`src/rtl/window_controller.sv`:
```
// Register-window controller: tracks the current window pointer (CWP) and
// the window-invalid mask (WIM), and serves Save/Restore window-shift
// requests.
//
// Build option WINCTL_AUTOSPILL_EN:
//   defined   - a request into an invalid window spills or fills 16 words
//               between the register file and memory, then completes.
//   undefined - a request into an invalid window completes with a trap
//               pulse. CWP and WIM are left unchanged. The memory and
//               register-file strobes stay low.
//
// state      | meaning
// -----------+-----------------------------------------------------------
// IDLE       | waiting for a request; a valid shift completes from here
// SPILL_REQ  | first cycle of a spill word write (MemAck ignored)
// SPILL_WAIT | spill word write waiting for MemAck
// FILL_REQ   | first cycle of a fill word read (MemAck ignored)
// FILL_WAIT  | fill word read waiting for MemAck
// FILL_WR    | one-cycle register-file write of the word just read
// DONE       | Ack pulse after a spill or fill, then back to IDLE
module window_controller (
    input  logic        clk_i,
    input  logic        rst_n_i,
    input  logic        save_i,
    input  logic        restore_i,
    output logic        ack_o,
    output logic        busy_o,
    output logic [1:0]  cwp_o,
    input  logic        wim_we_i,
    input  logic [3:0]  wim_in_i,
    output logic [3:0]  wim_o,
    output logic        trap_o,
    output logic [1:0]  trap_type_o,
    input  logic [31:0] sp_in_i,
    output logic        mem_req_o,
    output logic        mem_wr_o,
    output logic [31:0] mem_addr_o,
    input  logic        mem_ack_i,
    output logic [1:0]  win_sel_o,
    output logic [4:0]  ra_o,
    output logic [4:0]  rc_o,
    output logic        rfe_o
);

`ifdef WINCTL_AUTOSPILL_EN
    localparam bit AUTOSPILL = 1'b1;
`else
    localparam bit AUTOSPILL = 1'b0;
`endif

    localparam logic [1:0] TRAP_OVF = 2'b01;
    localparam logic [1:0] TRAP_UNF = 2'b10;

    typedef enum logic [2:0] {
        IDLE,
        SPILL_REQ,
        SPILL_WAIT,
        FILL_REQ,
        FILL_WAIT,
        FILL_WR,
        DONE
    } state_t;

    state_t      state_q, state_d;
    logic [1:0]  cwp_q, cwp_d;
    logic [3:0]  wim_q, wim_d;
    logic [3:0]  k_q, k_d;
    logic [1:0]  tgt_q, tgt_d;
    logic        ack_q, ack_d;
    logic        trap_q, trap_d;
    logic [1:0]  trap_type_q, trap_type_d;

    logic        req_any;
    logic        req_accept;
    logic [1:0]  req_tgt;
    logic [1:0]  spill_win;
    logic [1:0]  fill_next;

    // Save has priority when both are high. No new request is taken while
    // Ack is showing, because the requester still holds its level then.
    assign req_any    = save_i | restore_i;
    assign req_accept = req_any & ~ack_q;
    assign req_tgt    = save_i ? (cwp_q - 2'd1) : (cwp_q + 2'd1);

    // Spill source window is two behind CWP, one behind the save target.
    assign spill_win  = tgt_q - 2'd1;
    assign fill_next  = tgt_q + 2'd1;

    // State and architectural registers.
    always_ff @(posedge clk_i or negedge rst_n_i) begin
        if (!rst_n_i) begin
            state_q     <= IDLE;
            cwp_q       <= 2'd0;
            wim_q       <= 4'b0010;
            k_q         <= 4'd0;
            tgt_q       <= 2'd0;
            ack_q       <= 1'b0;
            trap_q      <= 1'b0;
            trap_type_q <= 2'b00;
        end else begin
            state_q     <= state_d;
            cwp_q       <= cwp_d;
            wim_q       <= wim_d;
            k_q         <= k_d;
            tgt_q       <= tgt_d;
            ack_q       <= ack_d;
            trap_q      <= trap_d;
            trap_type_q <= trap_type_d;
        end
    end

    // Next-state logic: request decode, word counter, window/mask updates.
    always_comb begin
        state_d     = state_q;
        cwp_d       = cwp_q;
        wim_d       = wim_q;
        k_d         = k_q;
        tgt_d       = tgt_q;
        ack_d       = 1'b0;
        trap_d      = 1'b0;
        trap_type_d = trap_type_q;

        case (state_q)
            IDLE: begin
                if (req_accept) begin
                    if (!wim_q[req_tgt]) begin
                        cwp_d = req_tgt;
                        ack_d = 1'b1;
                    end else if (AUTOSPILL) begin
                        tgt_d   = req_tgt;
                        k_d     = 4'd0;
                        state_d = save_i ? SPILL_REQ : FILL_REQ;
                    end else begin
                        ack_d       = 1'b1;
                        trap_d      = 1'b1;
                        trap_type_d = save_i ? TRAP_OVF : TRAP_UNF;
                    end
                end else if (wim_we_i && !req_any) begin
                    wim_d = wim_in_i;
                end
            end

            SPILL_REQ: begin
                state_d = SPILL_WAIT;
            end

            SPILL_WAIT: begin
                if (mem_ack_i) begin
                    if (k_q == 4'd15) begin
                        wim_d   = 4'b0001 << spill_win;
                        cwp_d   = tgt_q;
                        ack_d   = 1'b1;
                        state_d = DONE;
                    end else begin
                        k_d     = k_q + 4'd1;
                        state_d = SPILL_REQ;
                    end
                end
            end

            FILL_REQ: begin
                state_d = FILL_WAIT;
            end

            FILL_WAIT: begin
                if (mem_ack_i) begin
                    state_d = FILL_WR;
                end
            end

            FILL_WR: begin
                if (k_q == 4'd15) begin
                    wim_d   = 4'b0001 << fill_next;
                    cwp_d   = tgt_q;
                    ack_d   = 1'b1;
                    state_d = DONE;
                end else begin
                    k_d     = k_q + 4'd1;
                    state_d = FILL_REQ;
                end
            end

            DONE: begin
                k_d     = 4'd0;
                state_d = IDLE;
            end

            default: begin
                state_d = IDLE;
            end
        endcase
    end

    // Memory and register-file strobes decoded from the current state.
    always_comb begin
        mem_req_o  = 1'b0;
        mem_wr_o   = 1'b0;
        mem_addr_o = sp_in_i + {26'd0, k_q, 2'b00};
        win_sel_o  = cwp_q;
        ra_o       = 5'd0;
        rc_o       = 5'd0;
        rfe_o      = 1'b0;

        case (state_q)
            SPILL_REQ, SPILL_WAIT: begin
                mem_req_o = 1'b1;
                mem_wr_o  = 1'b1;
                win_sel_o = spill_win;
                ra_o      = {1'b1, k_q};
            end
            FILL_REQ, FILL_WAIT: begin
                mem_req_o = 1'b1;
            end
            FILL_WR: begin
                rfe_o     = 1'b1;
                win_sel_o = tgt_q;
                rc_o      = {1'b1, k_q};
            end
            default: begin
            end
        endcase
    end

    assign ack_o       = ack_q;
    assign busy_o      = (state_q != IDLE);
    assign cwp_o       = cwp_q;
    assign wim_o       = wim_q;
    assign trap_o      = trap_q;
    assign trap_type_o = trap_type_q;

endmodule

```
`config.mk`:
```
export PLATFORM = sky130hd
export DESIGN_NAME = window_controller
export DESIGN_NICKNAME = d
export VERILOG_FILES = /design/src/rtl/window_controller.sv
export SDC_FILE = /design/constraint.sdc
export NUM_CORES = 1
export LEC_CHECK = 0
export ABC_AREA = 1
export CAP_MARGIN = 0
export CORE_ASPECT_RATIO = 1.2
export CORE_MARGIN = 8
export CORE_UTILIZATION = 41
export CTS_CLUSTER_DIAMETER = 60
export DETAILED_ROUTE_END_ITERATION = 7
export PLACE_DENSITY = 0.82
export SKIP_CTS_REPAIR_TIMING = 1
export SYNTH_ARGS = -nofsm -noshare
export SYNTH_HDL_FRONTEND = slang
export SYNTH_SLANG_ARGS = --single-unit
export TNS_END_PERCENT = 30
```
`constraint.sdc`:
```
create_clock -name clk_i -period 2.65 [get_ports clk_i]
set_clock_uncertainty 0.1 [all_clocks]
set_input_delay 0.265 -clock clk_i [delete_from_list [all_inputs] [get_ports clk_i]]
set_output_delay 0.265 -clock clk_i [all_outputs]
set_load 0.03 [all_outputs]
```
## After elaboration in Yosys (flattened, before gate mapping)

Index checks and enable logic that the tools add are counted.

| storage, ports and cells | value |
|---|---|
| memory bits (writable) | 0 |
| word-level logic and storage cells | 80 |
| bits in registers | 17 |
| bits in latches | 0 |
| ROM bits | 0 |
| memories | 0 |
| input bits | 42 |

| cells by class | value |
|---|---|
| reduce and logical (&&, ||, !) cells | 13 |
| $mul | 0 |
| div/mod/pow operators | 0 |
| bitwise operators | 4 |
| eq/ne operators | 15 |
| muxes and demuxes | 36 |
| shifts and indexed selects | 0 |
| order comparisons | 1 |
| add/subtract/negate cells | 4 |

Operator list:

| operator | count |
|---|---|
| 32-bit by 6-bit adder with 32-bit output | 1 |
| 4-bit two-way mux | 7 |
| 4-bit one-hot mux with 3 select lines | 2 |
| 3-bit one-hot mux with 6 select lines | 1 |
| 2-bit inequality test (second input constant) | 8 |
| 2-bit two-way mux | 6 |
| 3-bit two-way mux | 4 |
| 1-bit two-way mux | 10 |
| 5-bit two-way mux | 2 |
| 3-bit equality test (second input constant) | 3 |
| 3-bit nonzero test | 3 |
| 3-bit by 2-bit equality test with 1-bit output (second input constant) | 2 |
| 2-bit one-hot mux with 3 select lines | 1 |
| 3-bit AND reduction | 2 |
| 6-bit AND reduction | 1 |
| 4-bit by 1-bit adder with 4-bit output (second input constant) | 1 |
| 4-bit equality test (second input constant) | 1 |
| 2-bit one-hot mux with 2 select lines | 1 |
| 4-bit AND reduction | 1 |
| 4-bit OR reduction | 1 |
| 3-bit by 1-bit equality test with 1-bit output (second input constant) | 1 |
| 3-bit logical NOT | 1 |
| 2-bit by 3-bit < comparator with 1-bit output (second input constant) | 1 |
| 1-bit one-hot mux with 3 select lines | 1 |
| other kinds (10) | 11 |

## Logic depth before layout (Yosys ltp)

| depth | value |
|---|---|
| word-level depth | 7 |
| mapped depth | 11 |
| gate-level depth less buffers | 11 |

## Worst setup path before layout

Ideal clock, no wire load.

| timing | value |
|---|---|
| kind | register to output |
| start | register k_q[0] |
| end | output mem_addr_o[18] |
| cell stages (with the launch flop) | 12 |
| setup slack | 146 ps |
| arrival time | 2139 ps |
| required time | 2285 ps |
| cells stage by stage | dfrtp_1 > ha_1 > inv_1 > fa_1 > inv_1 > nand3_1 > nand2_1 > nand2_2 > nor2_4 > nand2_2 > nor2_1 > xor2_1 |

| on the way | value |
|---|---|
| longest elaborated chain between the ends | 1 |

RTL lines:

| what | line | text |
|---|---|---|
| start, declared | 67 | `logic [3:0] k_q, k_d;` |
| start signal, assigned | 104 | `k_q <= k_d;` |
| 32-bit by 6-bit adder with 32-bit output | 198 | `mem_addr_o = sp_in_i + {26'd0, k_q, 2'b00};` |
| end, declared | 37 | `output logic [31:0] mem_addr_o,` |

No other way between the ends.

## Final worst setup path

Same ends and word-level chain as after synthesis.

==> impl_results.md <==
- Post-Place Setup Slack: -98.26 ps
- Final worst slack: 41.63 ps
- Area Overhead vs Synth: 58.54%
- CP top delay family: simple AND/OR/NAND/NOR gates
- Initial antenna violation count: 0
- Startpoint types: flip-flop
- Highest metal used: met4
- DR vias: 2427
- Hpwl dp: 5.829 mm
- Starting DRT DRC Count: 89
- Layout Utilization: 67.46%
- Static Leak: 1.543 nW
- Die ar.: 7200 sq um
- Core area: 4561 sq um
- Hold Crit Class: in2async
- Vias in the first global route: 2516
- Routed WL: 6.926 mm
- Crit path max fanout: 4
- TritonCTS Buffers: 3
- Cells after synthesis: 318
- CTS root buf: clkbuf_8
- RSZ-0062 raised after global routing: yes
- Tightest Pin Transition: 762.0 ps
- Post-synthesis register bit count: 17
- CP Data Arrival Time: 2240 ps
- Max-Cap Viols: 0
- WP buf/inv: 3
- Ys Warns: 0
- Crit-path slowest cell: fa_2
- Fin crit share: 98.43%
- Crit end category: output port
- Mean Syn Cell Area: 6.103 sq um
- Largest net degree at the start of global routing: 18
- Clk buf depth: 2
- Final hold violations: 0
- DR WL met3: 850 um
- Post-layout minimum cycle time: 2608 ps
- FMAX: 383.4 MHz
- Aggregate global routing overflow: 0
- Crit path cell chain: ha_2, inv_2, fa_2, inv_2, nand3_2, nand2_2, nand2_4, nor2_4, nand2_2, nor2_2, xor2_1, buf_4
- Power per cell area: 645.5 nW/um^2
- Routed len/inst: 14.25 um
- TritonCTS clock tree: done
- Final setup violation count: 0
- Vias/cell: 4.994
- Non-Filler Instances: 486
- N_diodes: 0
- GRT Overall Usage: 18.96%
- Worst r2r src: k_q[0]
- Placed cells: 480
- Commonest non-fill, non-tap cell in the layout: nand2_1
- Pint: 1.004 mW
- CP startpoint: k_q[0]
- Design Power: 1.986 mW
- FP Rows: 27
- Nets: 477
- Slew Viols, Final: 0
- FF+latch area: 426.7 sq um
- Share of layout cells above drive strength 1: 17.06%
- I/O pin total: 100
- M1 wire length: 2.653 mm
- Metal2 WL: 3.245 mm
- Port Buffers: 95
- Net Sw Power: 982.3 uW
- First-pass GRT wire length: 11.43 mm
- Post-Syn Area: 1941 sq um
- Sequential power share: 21.6%
- Die height: 91.37 um
- Yosys cell types: 30
- Residual DRC count: 0
- Sequential area share after synthesis: 21.99%
- Sw frac: 49.46%
- CTS Sinks: 17
- Setup CP Type: reg2out
- H-Tree Level Count: 1
- Initial Util: 42.55%
- Worst path max stage delay: 390 ps
- Clock Power Share: 10.1%
- Filler Cell Count: 425
- Die X: 78.81 um
- Most frequent cells in the layout: nand2_1 (77), clkdlybuf4s50_1 (66), inv_1 (51)
- RePlAce Congestion: 0.9878
- Gate power share: 68.2%
- Max IR drop VDD: 0.7501 mV
- Syn_nets: 366
- DRT Pass-1 Iters: 5
- Clk_lat worst skew: 260 ps
- Detail Route Antenna Nets: 0
- Worst EP required: 2290 ps
- Clock transition at path regs: 70 ps
- Relative slew margins: 49.04%
- Multi-input logic area: 1325 sq um
- Status: completed
## registers in the layout, indices dropped and copies added, names as in the netlist
signal,count
trap_type_o,2
k_q,4
ack_o,1
state_q,3
wim_o,4
trap_o,1
cwp_o,2
## per-layer routing
layer  vias up  GRT usage (%)
met1      1071          19.62
met5         -              0
met4         0          7.276
li1       1208              -
met2       131          33.91
met3        17          6.607
## final cells by class
type | count | share of cell area [%]
clock buffers | 3 | 1.342
clock inverters | 1 | 0.1627
inverters | 54 | 6.588
multi-input cells | 242 | 43.07
flip-flops and latches | 17 | 13.87
well taps | 58 | 2.359
repair buffers | 111 | 32.61
## path summary, 6_finish.rpt
path / depth (start not counted) / to / slack, ps
worst max-delay path: 12 / mem_addr_o[18] / 40
worst min-delay path: 1 / ack_o / 350
worst max register to register: 8 / wim_o[0] / 940
worst min register to register: 2 / trap_type_o[0] / 410
max in group asynchronous: 1 / k_q[3] / 1620
min in group clk_i: 2 / trap_type_o[0] / 410
## synth_stat cells (all sizes together)
cell	instances	area, sq um
nand2	84	335.3
dfstp	1	26.28
o221ai	1	8.760
fa	1	20.02
and3b	1	8.760
ha	5	62.56
nor2	49	203.9
inv	54	202.7
o21ai	14	73.82
nor3b	2	15.01
buf	4	30.03
clkbuf	1	5.000
a21boi	1	11.26
nand3b	2	15.01
nand4	6	37.54
o31ai	1	7.510
xor2	21	183.9
nand2b	1	6.260
o21a	1	7.510
dfrtp	16	400.4
nand3	33	165.2
a21oi	6	30.03
xnor2	5	43.79
nor3	8	40.04
## cell families after synthesis
family,after synthesis,share of synthesized area (%)
AND/OR/NAND/NOR,186,42.62
buffers and inverters,59,12.25
XOR/XNOR,26,11.73
AO/OA/AOI/OAI,24,7.157
flip-flops,17,21.99
adder cells (fa/ha/maj),6,4.255
## stage by stage
step           hold slack [ps]  cell area, sq um  TNS, ps
2_1_floorplan           -130.6              1941        0
3_3_place_gp             393.3              2964   -94.12
6_report                 346.9              3077        0
3_5_place_dp             391.5              2964   -192.4
4_1_cts                  392.5              3010   -198.8
5_1_grt                  419.3              3077   -152.3
## power groups by stage
stage	Combinational, mW	Sequential (mW)	Clock [mW]
floorplan	0.678	0.504	0
global placement	1.27	0.428	0
detailed placement	1.29	0.434	0
CTS	1.30	0.431	0.202
global route	1.47	0.444	0.212
finish	1.36	0.430	0.201
Power figures use the tool's default switching activity.
